$ cat src/rtl/hd_pkg.sv
// Shared widths, mode encodings and FSM states for the hard-disk transfer controller.
package hd_pkg;

    localparam int SECTOR_W  = 4;
    localparam int TRACK_W   = 10;
    localparam int HD_ADDR_W = 14;
    localparam int HD_WORDS  = 16384;

    localparam logic MODE_LOAD  = 1'b0;
    localparam logic MODE_STORE = 1'b1;

    typedef enum logic [2:0] {
        IDLE,
        RD_ADDR,
        RD_WAIT,
        MEM_WR,
        MR_ADDR,
        MR_WAIT,
        HD_WR,
        DONE
    } state_t;

endpackage

$ cat src/rtl/hd_addr_gen.sv
// 14-bit {sector, track} address register with load/increment, plus the
// end-of-disk range comparator for a requested block.
module hd_addr_gen
    import hd_pkg::*;
(
    input  logic                 clock,
    input  logic                 reset,
    input  logic                 load,
    input  logic                 inc,
    input  logic [HD_ADDR_W-1:0] load_addr,
    input  logic [9:0]           count,
    output logic [HD_ADDR_W-1:0] addr,
    output logic                 range_ok
);

    logic [HD_ADDR_W:0] end_addr;

    // One extra bit so a block ending exactly at the last word is still legal.
    assign end_addr = {1'b0, load_addr} + {{(HD_ADDR_W-9){1'b0}}, count};
    assign range_ok = (end_addr <= (HD_ADDR_W+1)'(HD_WORDS));

    always_ff @(posedge clock) begin
        if (reset) begin
            addr <= '0;
        end else if (load) begin
            addr <= load_addr;
        end else if (inc) begin
            addr <= addr + HD_ADDR_W'(1);
        end
    end

endmodule

$ cat src/rtl/hd_transfer_ctrl.sv
// Initiator for block word copies between the hard disk and word memory.
//   state   | meaning
//   IDLE    | waiting for start; addresses hold last value
//   RD_ADDR | present HD address for the next LOAD word
//   RD_WAIT | HD_LAT cycles of HD latency, capture hdDataR on the last
//   MEM_WR  | write buffered word to memory, advance addresses
//   MR_ADDR | present memory address for the next STORE word
//   MR_WAIT | MEM_LAT cycles of memory latency, capture memDataR on the last
//   HD_WR   | write buffered word to HD, advance addresses
//   DONE    | one-cycle completion pulse
module hd_transfer_ctrl
    import hd_pkg::*;
#(
    parameter int MEM_ADDR_W = 8,
    parameter int HD_LAT     = 2,
    parameter int MEM_LAT    = 1
) (
    input  logic                  clock,
    input  logic                  reset,
    input  logic                  start,
    input  logic                  mode,
    input  logic [SECTOR_W-1:0]   sectorIn,
    input  logic [TRACK_W-1:0]    trackIn,
    input  logic [MEM_ADDR_W-1:0] memBase,
    input  logic [9:0]            wordCount,
    output logic [SECTOR_W-1:0]   hdSector,
    output logic [TRACK_W-1:0]    hdTrack,
    output logic [31:0]           hdDataW,
    output logic                  hdFlag,
    input  logic [31:0]           hdDataR,
    output logic [MEM_ADDR_W-1:0] memAddr,
    output logic [31:0]           memDataW,
    output logic                  memWe,
    input  logic [31:0]           memDataR,
    output logic                  busy,
    output logic                  done,
    output logic                  error
);

    localparam int MEM_SUM_W = ((MEM_ADDR_W > 10) ? MEM_ADDR_W : 10) + 1;

    state_t                 state, state_nxt;
    logic                   accept;
    logic                   step;
    logic                   hd_range_ok;
    logic                   range_ok;
    logic [MEM_SUM_W-1:0]   mem_end;
    logic [HD_ADDR_W-1:0]   hd_addr;
    logic [MEM_ADDR_W-1:0]  mem_addr_q;
    logic [31:0]            buffer;
    logic [9:0]             remaining;
    logic [3:0]             wait_cnt;
    logic                   error_q;

    hd_addr_gen u_addr_gen (
        .clock     (clock),
        .reset     (reset),
        .load      (accept),
        .inc       (step),
        .load_addr ({sectorIn, trackIn}),
        .count     (wordCount),
        .addr      (hd_addr),
        .range_ok  (hd_range_ok)
    );

    assign mem_end  = MEM_SUM_W'(memBase) + MEM_SUM_W'(wordCount);
    assign range_ok = hd_range_ok && (mem_end <= MEM_SUM_W'(2 ** MEM_ADDR_W));

    always_ff @(posedge clock) begin
        if (reset) begin
            state <= IDLE;
        end else begin
            state <= state_nxt;
        end
    end

    always_comb begin
        state_nxt = state;
        accept    = 1'b0;
        step      = 1'b0;
        case (state)
            IDLE: begin
                if (start) begin
                    accept = 1'b1;
                    if (!range_ok || wordCount == 10'd0) begin
                        state_nxt = DONE;
                    end else if (mode == MODE_STORE) begin
                        state_nxt = MR_ADDR;
                    end else begin
                        state_nxt = RD_ADDR;
                    end
                end
            end
            RD_ADDR: state_nxt = RD_WAIT;
            RD_WAIT: if (wait_cnt == 4'd0) state_nxt = MEM_WR;
            MEM_WR: begin
                step      = 1'b1;
                state_nxt = (remaining == 10'd1) ? DONE : RD_ADDR;
            end
            MR_ADDR: state_nxt = MR_WAIT;
            MR_WAIT: if (wait_cnt == 4'd0) state_nxt = HD_WR;
            HD_WR: begin
                step      = 1'b1;
                state_nxt = (remaining == 10'd1) ? DONE : MR_ADDR;
            end
            DONE:    state_nxt = IDLE;
            default: state_nxt = IDLE;
        endcase
    end

    // Wait counter is loaded in the address state so it reaches zero on the
    // last latency cycle, which is where the read data is captured.
    always_ff @(posedge clock) begin
        if (reset) begin
            mem_addr_q <= '0;
            buffer     <= '0;
            remaining  <= '0;
            wait_cnt   <= '0;
            error_q    <= 1'b0;
        end else begin
            if (accept) begin
                mem_addr_q <= memBase;
                remaining  <= wordCount;
                error_q    <= !range_ok;
            end
            case (state)
                RD_ADDR: wait_cnt <= 4'(HD_LAT - 1);
                MR_ADDR: wait_cnt <= 4'(MEM_LAT - 1);
                RD_WAIT: begin
                    if (wait_cnt == 4'd0) buffer <= hdDataR;
                    else                  wait_cnt <= wait_cnt - 4'd1;
                end
                MR_WAIT: begin
                    if (wait_cnt == 4'd0) buffer <= memDataR;
                    else                  wait_cnt <= wait_cnt - 4'd1;
                end
                MEM_WR, HD_WR: begin
                    mem_addr_q <= mem_addr_q + MEM_ADDR_W'(1);
                    remaining  <= remaining - 10'd1;
                end
                default: ;
            endcase
        end
    end

    assign hdSector = hd_addr[HD_ADDR_W-1:TRACK_W];
    assign hdTrack  = hd_addr[TRACK_W-1:0];
    assign hdDataW  = buffer;
    assign memDataW = buffer;
    assign memAddr  = mem_addr_q;
    assign hdFlag   = (state == HD_WR);
    assign memWe    = (state == MEM_WR);
    assign busy     = (state != IDLE);
    assign done     = (state == DONE);
    assign error    = error_q;

endmodule

$ cat config.mk
export PLATFORM = sky130hd
export DESIGN_NAME = hd_transfer_ctrl
export DESIGN_NICKNAME = d
export VERILOG_FILES = /design/src/rtl/hd_pkg.sv /design/src/rtl/hd_addr_gen.sv /design/src/rtl/hd_transfer_ctrl.sv
export SDC_FILE = /design/constraint.sdc
export NUM_CORES = 1
export LEC_CHECK = 0
export CAP_MARGIN = 20
export CORE_AREA = 2 2 79 138
export CTS_BUF_LIST = sky130_fd_sc_hd__clkbuf_2 sky130_fd_sc_hd__clkbuf_4 sky130_fd_sc_hd__clkbuf_8
export DETAILED_ROUTE_END_ITERATION = 12
export DIE_AREA = 0 0 81 140
export HOLD_SLACK_MARGIN = 0.03
export PLACE_DENSITY_LB_ADDON = 0.12
export SLEW_MARGIN = 20
export SYNTH_ARGS = -nofsm -noshare
export SYNTH_HDL_FRONTEND = slang
export SYNTH_SLANG_ARGS = --single-unit
$ cat constraint.sdc
create_clock -name clock -period 7 [get_ports clock]
set_clock_uncertainty 0.2 [all_clocks]
set_input_delay 1.05 -clock clock [delete_from_list [all_inputs] [get_ports clock]]
set_output_delay 1.05 -clock clock [all_outputs]
set_load 0.02 [all_outputs]
==> reports/summary.txt, run 1 <==
share of layout cells above drive strength 1: 5.511%
PD cells: 397.2 nW/um^2
GRT Total Usage: 27.57%
commonest non-fill, non-tap cell in the layout: clkdlybuf4s50_1
CTS sink count: 72
Leakage Power: 2.717 nW
Req. time, crit path: 7040 ps
crit path DAT: 3920 ps
DP Wirelength: 11850 um
Worst VDD drop: 219.0 uV
register area share after synthesis: 29.54%
Final Wtd Congestion: 0.9262
RSZ-0062 raised after global routing: false
Slew HR: 25.89%
Slew Viols, Final: 0
YS warnings: 0
Reg clk slew, reported paths: 70 ps
status: completed
die area: 11340 um^2
vias per std cell: 5.851
FF+latch count, synth: 72
Post-Synthesis Cells: 599
area share of the largest cell type after synthesis: 29.54%
Starting Density: 47.95%
Synth cell types: 68
r2r startpoint: state[2]
Syn Area/Cell: 8.146 um^2
crit-path max FO: 4
drt first pass iters: 5
antenna cells: 0
Hold Startpoint: u_addr_gen.addr[1]
Hold-fix buffers, CTS: 0
CTS tree: built
clock buffer count from CTS: 9
Post-CTS Setup Repair Bufs: 0
Die Span Y: 140 um
Boundary Pins: 191
depth of the most critical reg-to-reg path: 6
critical path class: input port to flip-flop
Die W: 81 um
placeable core area: 10180 um^2
nets: 865
CP Capture Type: flip-flop
Hold Fails Final Rpt: 0
Clock Root Buffer: clkbuf_8
Max-Cap Viols: 0
commonest non-fill, non-tap cells in the layout: 189 x clkdlybuf4s50_1, 87 x nor2_1, 72 x dfxtp_1
Worst setup startpoint: wordCount[0]
remaining antenna violation count: 0
Mapped Area: 4880 um^2
clk buf depth: 2
final core occ: 66.76%
ys flop type: dfxtp_1
worst skew pair latency: 350 ps
total negative setup slack: 0 ps
largest net degree at the start of global routing: 71
Max Freq: 257.4 MHz
CP startpoint kind: input port
synthesis-to-finish area growth: 39.23%
main area contributors after synthesis: dfxtp_1 30%, mux2i_1 7.2%, a211oi_1 6.9%, nor2_1 6.7%, ha_1 6.2%
CTS H-tree depth: 3
gr ovfl total: 0
Rows: 49
WL final: 15550 um
vias in the first global route: 4981
Synthesized Nets: 725
Hold Crit Class: flip-flop to flip-flop
number of flops mapped to enable cells by yosys: 0
post-layout min period: 3886 ps
initial antenna violation count: 0
DR vias: 5096
drt drc: 0
worst-margin pin slew: 1112 ps
Synth area leader: dfxtp_1
endpoints failing setup: 0
Post-synth ARST share: 0%
initial DRC count: 203
hold path depth: 2
wire per inst: 17.85 um
PortBufs: 190
Final period util: 55.51%
global-route wire length before repair: 24610 um
Resize count post-CTS: 0
per-layer routing:
layer	share of wire (%)	track usage [%]	wire length [um]	vias up
li1	-	-	-	2463
met1	36	29.50	5650	2380
met2	53	49.85	8204	212
met3	7.5	5.670	1170	41
met4	3.4	13.11	524	0
met5	0	0	0	-
critical path, cell delays in order:
cell and delay [ps]:
clkdlybuf4s50_1 470, ha_1 250, fa_1 450, a211oi_4 310, o21bai_2 120, a21oi_2 150
xnor2_1 90, o41ai_2 410, o41ai_1 210, o31ai_1 310, a21boi_1 110
path summary, 6_finish.rpt:
check                        to  slack [ps]
max reg2reg         hdDataW[18]        4140
min reg2reg  u_addr_gen.addr[1]         300
min          u_addr_gen.addr[1]         300
max                    state[2]        3110
synthesized netlist by cell type (all sizes together), types with 5 or more instances:
cell type,n
xor2,10
a221oi,10
a31oi,6
and3,13
nand2,34
dfxtp,72
buf,41
o21ai,25
nor2,88
nand3,15
nor3,17
ha,24
a21oi,32
o21bai,6
a211oi,46
xnor2,9
a21o,5
clkbuf,27
inv,11
nor2b,5
o22ai,7
mux2i,35
final cells by class:
| type | count | area [um^2] |
|---|---|---|
| fillers | 905 | 3383 |
| multi-input cells | 448 | 3025 |
| repair buffers | 197 | 1949 |
| flip-flops and latches | 72 | 1441 |
| well taps | 127 | 158.9 |
| clock buffers | 11 | 145.1 |
| inverters | 11 | 41.29 |
| clock inverters | 5 | 32.53 |
cells by family after synthesis:
group	Yosys count	synth area share, %
AOI/OAI and AO/OA	169	25.03
adders and majority gates	27	7.180
buffers and inverters	79	8.692
muxes	35	7.180
xor gates and xnor gates	19	3.410
and+or+nand+nor	198	18.97
DFF	72	29.54
sequential cells by signal, summed over array words and instances, names as in the netlist:
signal,flops
state,3
wait_cnt,4
hdDataW,32
remaining,10
u_addr_gen.addr,14
memAddr,8
error,1
report_power, final:
group          internal (mW)  switching (mW)  total (mW)
Sequential             0.578           0.185       0.763
Combinational          0.741           0.891        1.63
Clock                  0.142           0.162       0.303
Total                   1.46            1.24        2.70
stage by stage:
step,std cells,hold slack (ps),setup slack [ps],power (mW),instance area [um^2]
3_3_place_gp,855,276.9,2848,2.361,6616
2_1_floorplan,599,266.4,3542,1.815,4880
3_5_place_dp,855,294.0,2749,2.403,6616
5_1_grt,871,334.6,2955,2.895,6794
4_1_cts,871,307.6,3120,2.714,6794
6_report,871,301.3,3114,2.699,6794
Power figures use the tool's default switching activity.
==> run 2: changes to the inputs <==
--- a/config.mk
+++ b/config.mk
@@ -6,10 +6,10 @@
 export NUM_CORES = 1
 export LEC_CHECK = 0
 export CAP_MARGIN = 20
-export CORE_AREA = 2 2 79 138
+export CORE_AREA = 2 2 86 150
 export CTS_BUF_LIST = sky130_fd_sc_hd__clkbuf_2 sky130_fd_sc_hd__clkbuf_4 sky130_fd_sc_hd__clkbuf_8
 export DETAILED_ROUTE_END_ITERATION = 12
-export DIE_AREA = 0 0 81 140
+export DIE_AREA = 0 0 88 152
 export HOLD_SLACK_MARGIN = 0.03
 export PLACE_DENSITY_LB_ADDON = 0.12
 export SLEW_MARGIN = 20
==> constraint.sdc (replaced) <==
create_clock -name clock -period 3.55 [get_ports clock]
set_clock_uncertainty 0.2 [all_clocks]
set_input_delay 0.5325 -clock clock [delete_from_list [all_inputs] [get_ports clock]]
set_output_delay 0.5325 -clock clock [all_outputs]
set_load 0.02 [all_outputs]
==> run 2 against run 1 <==
Utilization decreased by 9.5 points. Die area grew 18%. Total power up 100%. Clock power up 120%. Register-to-register slack got worse by 3300 ps. Critical path type unchanged.
==> reports/summary.txt, run 2 (synthesis gave the netlist of run 1 again) <==
Resize count post-CTS: 0
Clock Root Buffer: clkbuf_8
CTS sink count: 72
PortBufs: 190
placeable core area: 12230 um^2
worst-margin pin slew: 1103 ps
DR WL met3: 992 um
commonest non-fill, non-tap cell in the layout: clkdlybuf4s50_1
gr ovfl total: 0
initial antenna violation count: 0
clk buf depth: 2
endpoints failing setup: 0
largest net degree at the start of global routing: 65
die area: 13380 um^2
post-layout min period: 3301 ps
DP Wirelength: 12520 um
clock buffer count from CTS: 9
crit path DAT: 3330 ps
critical path's slowest cell: clkdlybuf4s50_1
Worst VDD drop: 331.4 uV
Reg clk slew, reported paths: 70 ps
Max-Cap Viols: 0
Multi-input gate area: 3025 um^2
cells along the critical path: clkdlybuf4s50_1 -> ha_1 -> fa_1 -> a21o_1 -> a221oi_2 -> nand2b_2 -> a211o_1 -> o2111a_2 -> a31oi_4 -> o31ai_1 -> a21boi_1
remaining antenna violation count: 0
share of layout cells above drive strength 1: 7.622%
initial DRC count: 158
Post-CTS Setup Repair Bufs: 0
highest metal used: met4
fin cells: 929
Top delay family on crit path: compound AO/OA/AOI/OAI gates
Final period util: 93.00%
Boundary Pins: 191
Final Wtd Congestion: 0.9363
vias in the first global route: 5046
Die W: 88 um
Final WS setup: 248.5 ps
drt drc: 0
Req. time, crit path: 3570 ps
Slew Viols, Final: 0
Placed Area: 6803 um^2
Hold-fix buffers, CTS: 0
max FFs per register: 32
commonest non-fill, non-tap cells in the layout: 189 x clkdlybuf4s50_1, 87 x nor2_1, 72 x dfxtp_1
WL final: 16200 um
RSZ-0062 raised after global routing: false
Hold Fails Final Rpt: 0
worst skew pair latency: 350 ps
Rows: 54
antenna cells: 0
fillcell total: 1116
Buffers & Inverters on Critical Path: 1
Inst Count DP: 914
WL met2: 8698 um
M1 wire length: 5792 um
final instance area: 6998 um^2
Hold Crit Class: flip-flop to flip-flop
Slew HR: 26.44%
CP startpoint kind: input port
Starting Density: 39.90%
Max Freq: 302.9 MHz
Leakage Power: 2.806 nW
FF/Latch Area: 1441 um^2
Die Span Y: 152 um
CTS tree: built
final core occ: 57.22%
CTS H-tree depth: 3
wire per inst: 17.44 um
Largest stage delay, worst path: 480 ps
synthesis-to-finish area growth: 43.41%
DR vias: 5158
Total Power: 5.408 mW
crit-path max FO: 4
CP Capture Type: flip-flop
global-route wire length before repair: 25120 um
GRT Total Usage: 23.89%
worst slack at placement: -96.87 ps
critical path class: input port to flip-flop
drt first pass iters: 5
PD cells: 772.7 nW/um^2
status: completed
nets: 883
vias per std cell: 5.552
-- run 2: cell count changes in the layout (fill, tap and decap cells not counted), sizes merged --
cell,before,now
clkbuf,11,12
clkinvlp,0,1
buf,8,26
clkinv,5,1
bufinv,0,1
-- run 2: cell type report --
cell class                 count  area share [%]
sequential                    72           20.60
clock inverter                 3          0.6079
tap                          168           3.004
multi-input combinational    448           43.23
timing repair buffer         215           29.79
inverter                      11          0.5900
clock buffer                  12           2.181
-- run 2: report_power, final --
group | total, mW | switching [mW] | internal, mW
Sequential | 1.50 | 0.356 | 1.14
Clock | 0.666 | 0.311 | 0.355
Combinational | 3.25 | 1.77 | 1.48
Total | 5.41 | 2.43 | 2.97
-- run 2: worst reg2reg max path: cells and delay by family, from the launching register on --
kind | cells | cell delay [ps]
and+or+nand+nor | 5 | 1430
DFF | 1 | 610
AOI/OAI and AO/OA | 1 | 190
buffers and inverters | 1 | 130
-- run 2: worst paths after layout --
check                     startpoint  depth (start not counted)            endpoint  slack, ps
hold / removal    u_addr_gen.addr[1]                          2  u_addr_gen.addr[1]        300
hold reg to reg   u_addr_gen.addr[1]                          2  u_addr_gen.addr[1]        300
setup reg to reg            state[0]                          7        remaining[9]        820
setup / recovery        wordCount[0]                         11            state[2]        250
-- run 2: layer usage --
metal	vias to the layer above	track usage [%]
met2	220	44.34
met1	2396	23.84
met3	50	4.943
met5	-	0
met4	0	12.45
li1	2492	-
-- run 2: stage by stage --
step                TNS [ps]  hold WS (ps)
global placement      -27.46         281.8
CTS                        0         294.6
floorplan                  0         266.4
global route               0         325.1
finish                     0         295.5
detailed placement    -247.4         280.8
==> run 3: changes to the inputs <==
--- a/config.mk
+++ b/config.mk
@@ -5,7 +5,7 @@
 export SDC_FILE = /design/constraint.sdc
 export NUM_CORES = 1
 export LEC_CHECK = 0
-export CAP_MARGIN = 20
+export CAP_MARGIN = 5
 export CORE_AREA = 2 2 86 150
 export CTS_BUF_LIST = sky130_fd_sc_hd__clkbuf_2 sky130_fd_sc_hd__clkbuf_4 sky130_fd_sc_hd__clkbuf_8
 export DETAILED_ROUTE_END_ITERATION = 12
==> results of run 3 <==
The final DEF is identical to that of run 2; final timing and power are the same.
